[config.mk]
export PLATFORM = sky130hd
export DESIGN_NAME = bram_line_unpacker
export DESIGN_NICKNAME = d
export VERILOG_FILES = /design/src/rtl/bram_line_unpacker_pkg.sv /design/src/rtl/bram_line_unpacker_shift_reg.sv /design/src/rtl/bram_line_unpacker.sv
export SDC_FILE = /design/constraint.sdc
export NUM_CORES = 1
export LEC_CHECK = 0
export CAP_MARGIN = 20
export CORE_MARGIN = 2
export CORE_UTILIZATION = 40
export CTS_CLUSTER_DIAMETER = 30
export DETAILED_ROUTE_END_ITERATION = 8
export PLACE_DENSITY = 0.78
export SKIP_CTS_REPAIR_TIMING = 1
export SLEW_MARGIN = 0
export SYNTH_ARGS = -nofsm -noshare
export SYNTH_HDL_FRONTEND = slang
export SYNTH_SLANG_ARGS = --single-unit
[constraint.sdc]
create_clock -name clk -period 1.86 [get_ports clk]
set_input_delay 0.465 -clock clk [delete_from_list [all_inputs] [get_ports clk]]
set_output_delay 0.465 -clock clk [all_outputs]
set_load 0.1 [all_outputs]
[src/rtl/bram_line_unpacker_pkg.sv]
// Shared constants, FSM state encoding and sizing helper for the BRAM line unpacker.
package bram_line_unpacker_pkg;

  localparam int unsigned DEF_BURST_LEN = 8;
  localparam int unsigned DEF_ADDR_W    = 10;
  localparam int unsigned DEF_LANE_W    = 16;
  localparam int unsigned DEF_OUT_W     = 32;

  typedef enum logic [2:0] {
    ST_IDLE = 3'd0,
    ST_ADDR = 3'd1,
    ST_WAIT = 3'd2,
    ST_EMIT = 3'd3,
    ST_FIN  = 3'd4
  } state_t;

  // Width of a lane index; never narrower than one bit.
  function automatic int unsigned lane_cnt_w(input int unsigned n);
    return (n > 1) ? $clog2(n) : 1;
  endfunction

endpackage

[src/rtl/bram_line_unpacker_shift_reg.sv]
// Line-wide shift register: loads a whole BRAM line and shifts it right one lane at a time.
// Ports: clk, rst_n (async active-low), load (priority over shift), shift_en, d (line in), q (line out).
module bram_line_unpacker_shift_reg #(
  parameter int unsigned LANE_W    = 16,
  parameter int unsigned BURST_LEN = 8
) (
  input  logic                        clk,
  input  logic                        rst_n,
  input  logic                        load,
  input  logic                        shift_en,
  input  logic [LANE_W*BURST_LEN-1:0] d,
  output logic [LANE_W*BURST_LEN-1:0] q
);

  always_ff @(posedge clk or negedge rst_n) begin
    if (!rst_n) begin
      q <= '0;
    end else if (load) begin
      q <= d;
    end else if (shift_en) begin
      q <= q >> LANE_W;
    end
  end

endmodule

[src/rtl/bram_line_unpacker.sv]
// Fetches a run of wide BRAM lines and serializes each line, lane 0 first, into FIFO words.
// Ports:
//   clk, rst_n                 engine clock, async active-low reset
//   start, base_addr, line_count  launch request (sampled only in IDLE)
//   ram_rd_addr, ram_rd_data   BRAM port B (1-cycle read latency)
//   fifo_full, fifo_wr_en, fifo_wr_data  FIFO write side with backpressure
//   busy, done, words_sent     host status
module bram_line_unpacker
  import bram_line_unpacker_pkg::*;
#(
  parameter int unsigned BURST_LEN = DEF_BURST_LEN,
  parameter int unsigned ADDR_W    = DEF_ADDR_W,
  parameter int unsigned LANE_W    = DEF_LANE_W,
  parameter int unsigned OUT_W     = DEF_OUT_W
) (
  input  logic                        clk,
  input  logic                        rst_n,
  input  logic                        start,
  input  logic [ADDR_W-1:0]           base_addr,
  input  logic [ADDR_W:0]             line_count,
  output logic [ADDR_W-1:0]           ram_rd_addr,
  input  logic [LANE_W*BURST_LEN-1:0] ram_rd_data,
  input  logic                        fifo_full,
  output logic                        fifo_wr_en,
  output logic [OUT_W-1:0]            fifo_wr_data,
  output logic                        busy,
  output logic                        done,
  output logic [ADDR_W+3:0]           words_sent
);

  localparam int unsigned LINE_W     = LANE_W * BURST_LEN;
  localparam int unsigned CNT_W      = ADDR_W + 1;
  localparam int unsigned WS_W       = ADDR_W + 4;
  localparam int unsigned LANE_CNT_W = lane_cnt_w(BURST_LEN);
  localparam logic [LANE_CNT_W-1:0] LAST_LANE = LANE_CNT_W'(BURST_LEN - 1);

  state_t                state_q, state_d;
  logic [LANE_CNT_W-1:0] lane_q;
  logic [CNT_W-1:0]      lines_left_q;
  logic [LINE_W-1:0]     shift_q;
  logic                  accept_c;
  logic                  wr_c;
  logic                  last_lane_c;

  assign accept_c    = (state_q == ST_IDLE) && start;
  assign wr_c        = (state_q == ST_EMIT) && !fifo_full;
  assign last_lane_c = (lane_q == LAST_LANE);

  // Lane 0 always sits in the low bits of the shift register.
  assign fifo_wr_data = OUT_W'(shift_q[LANE_W-1:0]);

  // State register.
  always_ff @(posedge clk or negedge rst_n) begin
    if (!rst_n) begin
      state_q <= ST_IDLE;
    end else begin
      state_q <= state_d;
    end
  end

  // Next-state and write strobe.
  always_comb begin
    state_d    = state_q;
    fifo_wr_en = 1'b0;
    case (state_q)
      ST_IDLE: begin
        if (start) begin
          state_d = (line_count == '0) ? ST_FIN : ST_ADDR;
        end
      end
      ST_ADDR: state_d = ST_WAIT;
      ST_WAIT: state_d = ST_EMIT;
      ST_EMIT: begin
        fifo_wr_en = !fifo_full;
        if (!fifo_full && last_lane_c) begin
          state_d = (lines_left_q == CNT_W'(1)) ? ST_FIN : ST_ADDR;
        end
      end
      ST_FIN:  state_d = ST_IDLE;
      default: state_d = ST_IDLE;
    endcase
  end

  // Address, line/lane counters and host status.
  always_ff @(posedge clk or negedge rst_n) begin
    if (!rst_n) begin
      ram_rd_addr  <= '0;
      lines_left_q <= '0;
      lane_q       <= '0;
      words_sent   <= '0;
      busy         <= 1'b0;
      done         <= 1'b0;
    end else begin
      // done is high for exactly the FIN cycle.
      done <= (state_d == ST_FIN);

      if (accept_c) begin
        ram_rd_addr  <= base_addr;
        lines_left_q <= line_count;
        words_sent   <= '0;
        busy         <= 1'b1;
      end

      if (state_q == ST_WAIT) begin
        lane_q <= '0;
      end

      if (wr_c) begin
        words_sent <= words_sent + WS_W'(1);
        if (last_lane_c) begin
          // Address wraps naturally modulo 2^ADDR_W.
          lane_q       <= '0;
          lines_left_q <= lines_left_q - CNT_W'(1);
          ram_rd_addr  <= ram_rd_addr + ADDR_W'(1);
        end else begin
          lane_q <= lane_q + LANE_CNT_W'(1);
        end
      end

      if (state_q == ST_FIN) begin
        busy <= 1'b0;
      end
    end
  end

  bram_line_unpacker_shift_reg #(
    .LANE_W    (LANE_W),
    .BURST_LEN (BURST_LEN)
  ) u_shift (
    .clk      (clk),
    .rst_n    (rst_n),
    .load     (state_q == ST_WAIT),
    .shift_en (wr_c),
    .d        (ram_rd_data),
    .q        (shift_q)
  );

endmodule

==> results of run 1 <==
[flip-flops by register name (all words and copies together) (netlist names)]
| register | cells |
|---|---|
| u_shift.q | 128 |
| state_q | 3 |
| words_sent | 14 |
| lane_q | 3 |
| ram_rd_addr | 10 |
| busy | 1 |
| done | 1 |
| lines_left_q | 11 |
[placed cells by master, fill, tap and decap left out, types with 5 or more instances in the layout]
master           instances
a211oi_1                 6
a21oi_1                 11
a22o_1                  18
a311oi_1                 6
and3_1                   7
buf_12                  56
buf_4                   53
clkbuf_16               17
clkdlybuf4s50_1        150
conb_1                  16
dfrtp_1                156
dfrtp_2                 15
inv_6                    5
mux2i_1                119
nand2_1                136
nand3_1                 10
nand4_1                  5
nor2_1                  25
nor3_1                   5
o21ai_0                 66
o21ai_1                 58
o221a_2                  5
[final timing paths]
kind | to | cells past startpoint
setup / recovery | fifo_wr_en | 3
hold / removal | u_shift.q[2] | 1
setup reg to reg | lines_left_q[6] | 6
hold reg to reg | u_shift.q[123] | 1
max in group asynchronous | state_q[1] | 2
min in group clk | u_shift.q[123] | 1
[worst max-delay path, cell delays in order (launching register included)]
cell and delay, ns:
dfrtp_2 0.44, nand4bb_4 0.28, inv_4 0.11, buf_12 0.17
[layout make-up]
| type | count | area, µm² | area share [%] |
|---|---|---|---|
| sequential | 171 | 4300 | 36.1 |
| multi-input combinational | 548 | 3590 | 30.1 |
| timing repair buffer | 264 | 3080 | 25.9 |
| clock buffer | 18 | 429 | 3.60 |
| tap | 270 | 338 | 2.84 |
| clock inverter | 14 | 135 | 1.13 |
| inverter | 7 | 28.8 | 0.242 |
| antenna | 4 | 10.0 | 0.0841 |
[per-layer routing]
layer	part of all wire (%)	vias to the layer above	wire, µm	track usage, %
met5	0	-	0	0
met3	4.3	24	904	3.49
met4	2.0	0	429	7.07
met1	45	3166	9470	26.3
li1	-	3229	-	-
met2	49	170	10200	31.5
[power by group through the flow]
stage | sequential [mW] | clock [mW] | combinational [mW]
2_1_floorplan | 6.15 | 0 | 2.84
3_3_place_gp | 5.80 | 0 | 5.15
3_5_place_dp | 5.86 | 0 | 5.29
4_1_cts | 5.79 | 3.51 | 5.30
5_1_grt | 5.95 | 3.67 | 5.74
6_report | 5.79 | 3.41 | 5.37
[through the flow]
step | total power [mW] | area, µm² | hold WS (ns)
floorplan | 8.98 | 8310 | 0.169
global placement | 10.9 | 11200 | 0.467
detailed placement | 11.1 | 11200 | 0.474
CTS | 14.6 | 11700 | 0.00889
global route | 15.4 | 11900 | 0.0199
finish | 14.6 | 11900 | 0.00415
[cells by family (layout without fill, tap and decap cells)]
logic type | after synthesis | after routing | synth area share, %
flip-flops | 171 | 171 | 51.9
adder cells (fa/ha/maj) | 6 | 6 | 0.911
buffers and inverters | 89 | 303 | 6.47
AND/OR/NAND/NOR | 215 | 215 | 12.1
other | 1 | 20 | 0.0455
XOR/XNOR | 1 | 1 | 0.106
multiplexers | 119 | 119 | 14.5
AO/OA/AOI/OAI | 191 | 191 | 14.0
==> results_dict.tcl, run 1 <==
set metrics [dict create \
    crit_arrival_ns 1.44 \
    start_util_pct 40.7 \
    drv_cap 0 \
    status "complete, but fails checks" \
    fin_cells 1296 \
    ys_warn_count 0 \
    antenna_found_initial 4 \
    end_kind "output pin" \
    wl_um 21100 \
    cts_tree "built" \
    ant_nets 0 \
    violations "setup timing" \
    yosys.cell_count.top_type "dfrtp_1" \
    io_pins 212 \
    clk_latency_ns 0.43 \
    grt_first_pass_wirelength_um 33600 \
    pre_cts_slack_ns -0.310 \
    final_nets 1168 \
    postSynth.asyncResetShare_pct 100 \
    min_path_type "in2async" \
    placedCellCount 1251 \
    root_buffer "clkbuf_16" \
    final.setup.worst_slack_ns -0.0484 \
    yosys.area.top_type "dfrtp_1" \
    num_vias 6589 \
    hold_violations 0 \
    final_util_pct 58.8 \
    finalSetupTns_ns -0.0631 \
    fp.coreArea_um2 20200 \
    nFillCells 1638 \
    synthDistinctLibCells 53 \
    rsz0062_at_grt "true" \
    finalSetupViolCount 2 \
    clock.fmax_mhz 524 \
    synth_seq_area_share_pct 51.9 \
    hpwl_um 15500 \
    grt_overflow 0 \
    period_minus_slack_ns 1.91 \
    seqPwrFrac_pct 39.7 \
    drtIter0Drc 329 \
    synth_commonest_cells "171 x dfrtp_1, 137 x nand2_1, 119 x mux2i_1" \
    synthCells 793 \
    cts_max_level 4 \
    crit_fanout 6 \
    clockBufferDepth 2 \
    port_buffers 195 \
    grt_max_degree 67 \
    cellLeakagePower_nw 5.37 \
    row_count 52 \
    syn-cell-area_um2 8240 \
    grt_pass1_vias 6352 \
    wl_per_cell_um 16.2 \
    drv_slew 0 \
    worstPathRequired_ns 1.39 \
    period_share_pct 103 \
    die_y_um 148 \
    synth_area_per_cell_um2 10.4 \
    synth_ff_type "dfrtp_1" \
    p_sw_share_pct 38.0 \
    drc 0 \
    via_per_inst 5.08 \
    cts_sinks 171 \
    r2r_slack_ns -0.01 \
    syn2layout_area_growth_pct 44.5 \
    critPathLaunch "state_q[2]" \
    critical_path_class "reg2out" \
    die_area_um2 21800 \
    synth-edff-count 0 \
    ir_drop_v 0.000648 \
    pwr_density_cell_nw_per_um2 1220 \
    first_pass_iters 4 \
    synth-seq-cells 171 \
    clock_skew_ns 0.0129 \
    grt_usage_pct 19.4 \
    synth_top_area_share_pct 51.9 \
    die_w_um 148 \
    r2r_start "state_q[2]" \
    p_sw_mw 5.53 \
    synth_area_leaders "dfrtp_1 52%, mux2i_1 14%, nand2_1 6.2%" \
    gp_congestion 0.848 \
    intPower_mw 9.04 \
    pwr-share-clk_pct 23.4 \
    start_kind "register" \
    combPwrFrac_pct 36.8 \
    cts-buffers-inserted 17 \
    clk_pin_slew_worst_paths_ns 0.07 \
    layout-drive-gt1-share_pct 18.3 \
]
Power figures use the tool's default switching activity.
==> inputs of run 2 (changes only) <==
--- a/config.mk
+++ b/config.mk
@@ -6,8 +6,10 @@
 export NUM_CORES = 1
 export LEC_CHECK = 0
 export CAP_MARGIN = 20
+export CELL_PAD_IN_SITES_DETAIL_PLACEMENT = 0
+export CELL_PAD_IN_SITES_GLOBAL_PLACEMENT = 1
 export CORE_MARGIN = 2
-export CORE_UTILIZATION = 40
+export CORE_UTILIZATION = 34
 export CTS_CLUSTER_DIAMETER = 30
 export DETAILED_ROUTE_END_ITERATION = 8
 export PLACE_DENSITY = 0.78
==> results_dict.tcl, run 2 (synthesis gave the netlist of run 1 again) <==
set metrics [dict create \
    start_kind "register" \
    cts_tree "built" \
    grt_overflow 0 \
    row_count 56 \
    die_w_um 160 \
    clockBufferDepth 2 \
    cellLeakagePower_nw 5.43 \
    hold_start "u_shift.q[116]" \
    top_regs "u_shift.q x128, words_sent x14, lines_left_q x11" \
    clk_pin_slew_worst_paths_ns 0.07 \
    drc 0 \
    final_nets 1170 \
    p_sw_mw 5.59 \
    cts_sinks 171 \
    layout-drive-gt1-share_pct 18.8 \
    final_cell_mix "155 x dfrtp_1, 150 x clkdlybuf4s50_1, 136 x nand2_1, 119 x mux2i_1, 65 x o21ai_0" \
    syn2layout_area_growth_pct 46.5 \
    start_util_pct 34.9 \
    ant_nets 0 \
    via_per_inst 4.83 \
    slowest_delay_ns 0.43 \
    pwr-share-clk_pct 25.4 \
    worstPathRequired_ns 1.39 \
    root_buffer "clkbuf_16" \
    period_share_pct 98.7 \
    crit_arrival_ns 1.37 \
    path_cells "nand4bb_4, inv_4, buf_12" \
    ir_drop_v 0.000588 \
    grt_pass1_vias 6323 \
    status "finished clean" \
    clock.fmax_mhz 545 \
    cts_max_level 4 \
    cp_top_family "flip-flops" \
    worst_path_max_delay_cell "dfrtp_2" \
    r2r_cells 6 \
    intPower_mw 9.38 \
    grt_usage_pct 17.5 \
    first_pass_iters 5 \
    num_vias 6489 \
    final_util_pct 51.1 \
    fp.coreArea_um2 23600 \
    hold_path_end "u_shift.q[116]" \
    die_area_um2 25500 \
    clock_skew_ns 0.0105 \
    clk_latency_ns 0.43 \
    r2r_slack_ns 0.03 \
    drv_slew 0 \
    port_buffers 195 \
    finalSetupViolCount 0 \
    reg2reg_to "lines_left_q[8]" \
    largest_reg_flops 128 \
    grt_first_pass_wirelength_um 35500 \
    min_path_cells 1 \
    diodes 0 \
    combPwrFrac_pct 35.8 \
    io_pins 212 \
    power.total_mw 15.0 \
    cp.buffers_inverters 2 \
    antenna_found_initial 0 \
    cts-buffers-inserted 17 \
    drtIter0Drc 330 \
    die_y_um 160 \
    critical_path_class "reg2out" \
    drv_cap 0 \
    seqPwrFrac_pct 38.8 \
    wl_per_cell_um 16.5 \
    wl_um 22200 \
    regMostFlops "u_shift.q" \
    end_kind "output pin" \
    r2r_start "lines_left_q[1]" \
    crit_fanout 4 \
    hpwl_um 16200 \
    grt_max_degree 51 \
    pwr_density_cell_nw_per_um2 1240 \
    min_path_type "reg2reg" \
    gp_congestion 0.835 \
    p_sw_share_pct 37.4 \
    layout_commonest_cell "dfrtp_1" \
    period_minus_slack_ns 1.84 \
    rsz0062_at_grt "true" \
    hold_violations 0 \
]
==> run 2: worst max path at each step <==
stage,from,endpoint,slack [ns],cells past startpoint
2_1_floorplan,ram_rd_addr[2],ram_rd_addr[5],0.01,4
4_1_cts,fifo_full,fifo_wr_en,-0.18,4
3_5_place_dp,fifo_full,ram_rd_addr[5],-0.33,6
3_3_place_gp,start,lines_left_q[7],-0.31,6
6_report,state_q[2],fifo_wr_en,0.02,3
5_1_grt,lines_left_q[1],lines_left_q[8],-0.08,6
==> run 2: metrics by stage <==
step	TNS (ns)	worst slack (ns)	hold slack [ns]	cells	instance area [µm²]
after floorplan	0	0.0124	0.169	808	8310
after global placement	-27.56	-0.309	0.454	1302	11300
after detailed placement	-30.49	-0.327	0.453	1302	11300
after CTS	-0.492	-0.178	-0.00933	1334	11900
after global routing	-0.204	-0.0764	0.511	1343	12100
final	0	0.0243	0.498	1343	12100
==> run 2: area by class of cell <==
| type | count | area (µm²) |
|---|---|---|
| Fill cell | 2096 | 11500 |
| Inverter | 7 | 28.8 |
| Clock buffer | 18 | 439 |
| Clock inverter | 14 | 183 |
| Tap cell | 319 | 399 |
| Timing Repair Buffer | 266 | 3130 |
| Multi-Input combinational cell | 548 | 3590 |
| Sequential cell | 171 | 4300 |
==> run 2: worst reg2reg max path: stages, from the launching register on <==
cell and delay [ns]:
dfrtp_1 0.39, inv_2 0.08, ha_4 0.13, or3b_4 0.41
nor4_4 0.37, a211oi_2 0.12, a311oi_1 0.23
==> run 2: power by group through the flow <==
| stage | Combinational, mW | Clock (mW) | Sequential, mW |
|---|---|---|---|
| finish | 5.36 | 3.80 | 5.82 |
| global route | 5.74 | 4.03 | 5.96 |
| CTS | 5.30 | 3.90 | 5.81 |
| detailed placement | 5.28 | 0 | 5.88 |
| global placement | 5.19 | 0 | 5.84 |
| floorplan | 2.84 | 0 | 6.15 |
==> run 2: routing by layer <==
layer | global-route usage, % | up-vias | wire, µm | part of all wire (%)
li1 | - | 3213 | - | -
met1 | 24.9 | 3080 | 10600 | 48
met2 | 27.0 | 172 | 10400 | 47
met3 | 3.30 | 24 | 871 | 3.9
met4 | 5.66 | 0 | 335 | 1.5
met5 | 0 | - | 0 | 0
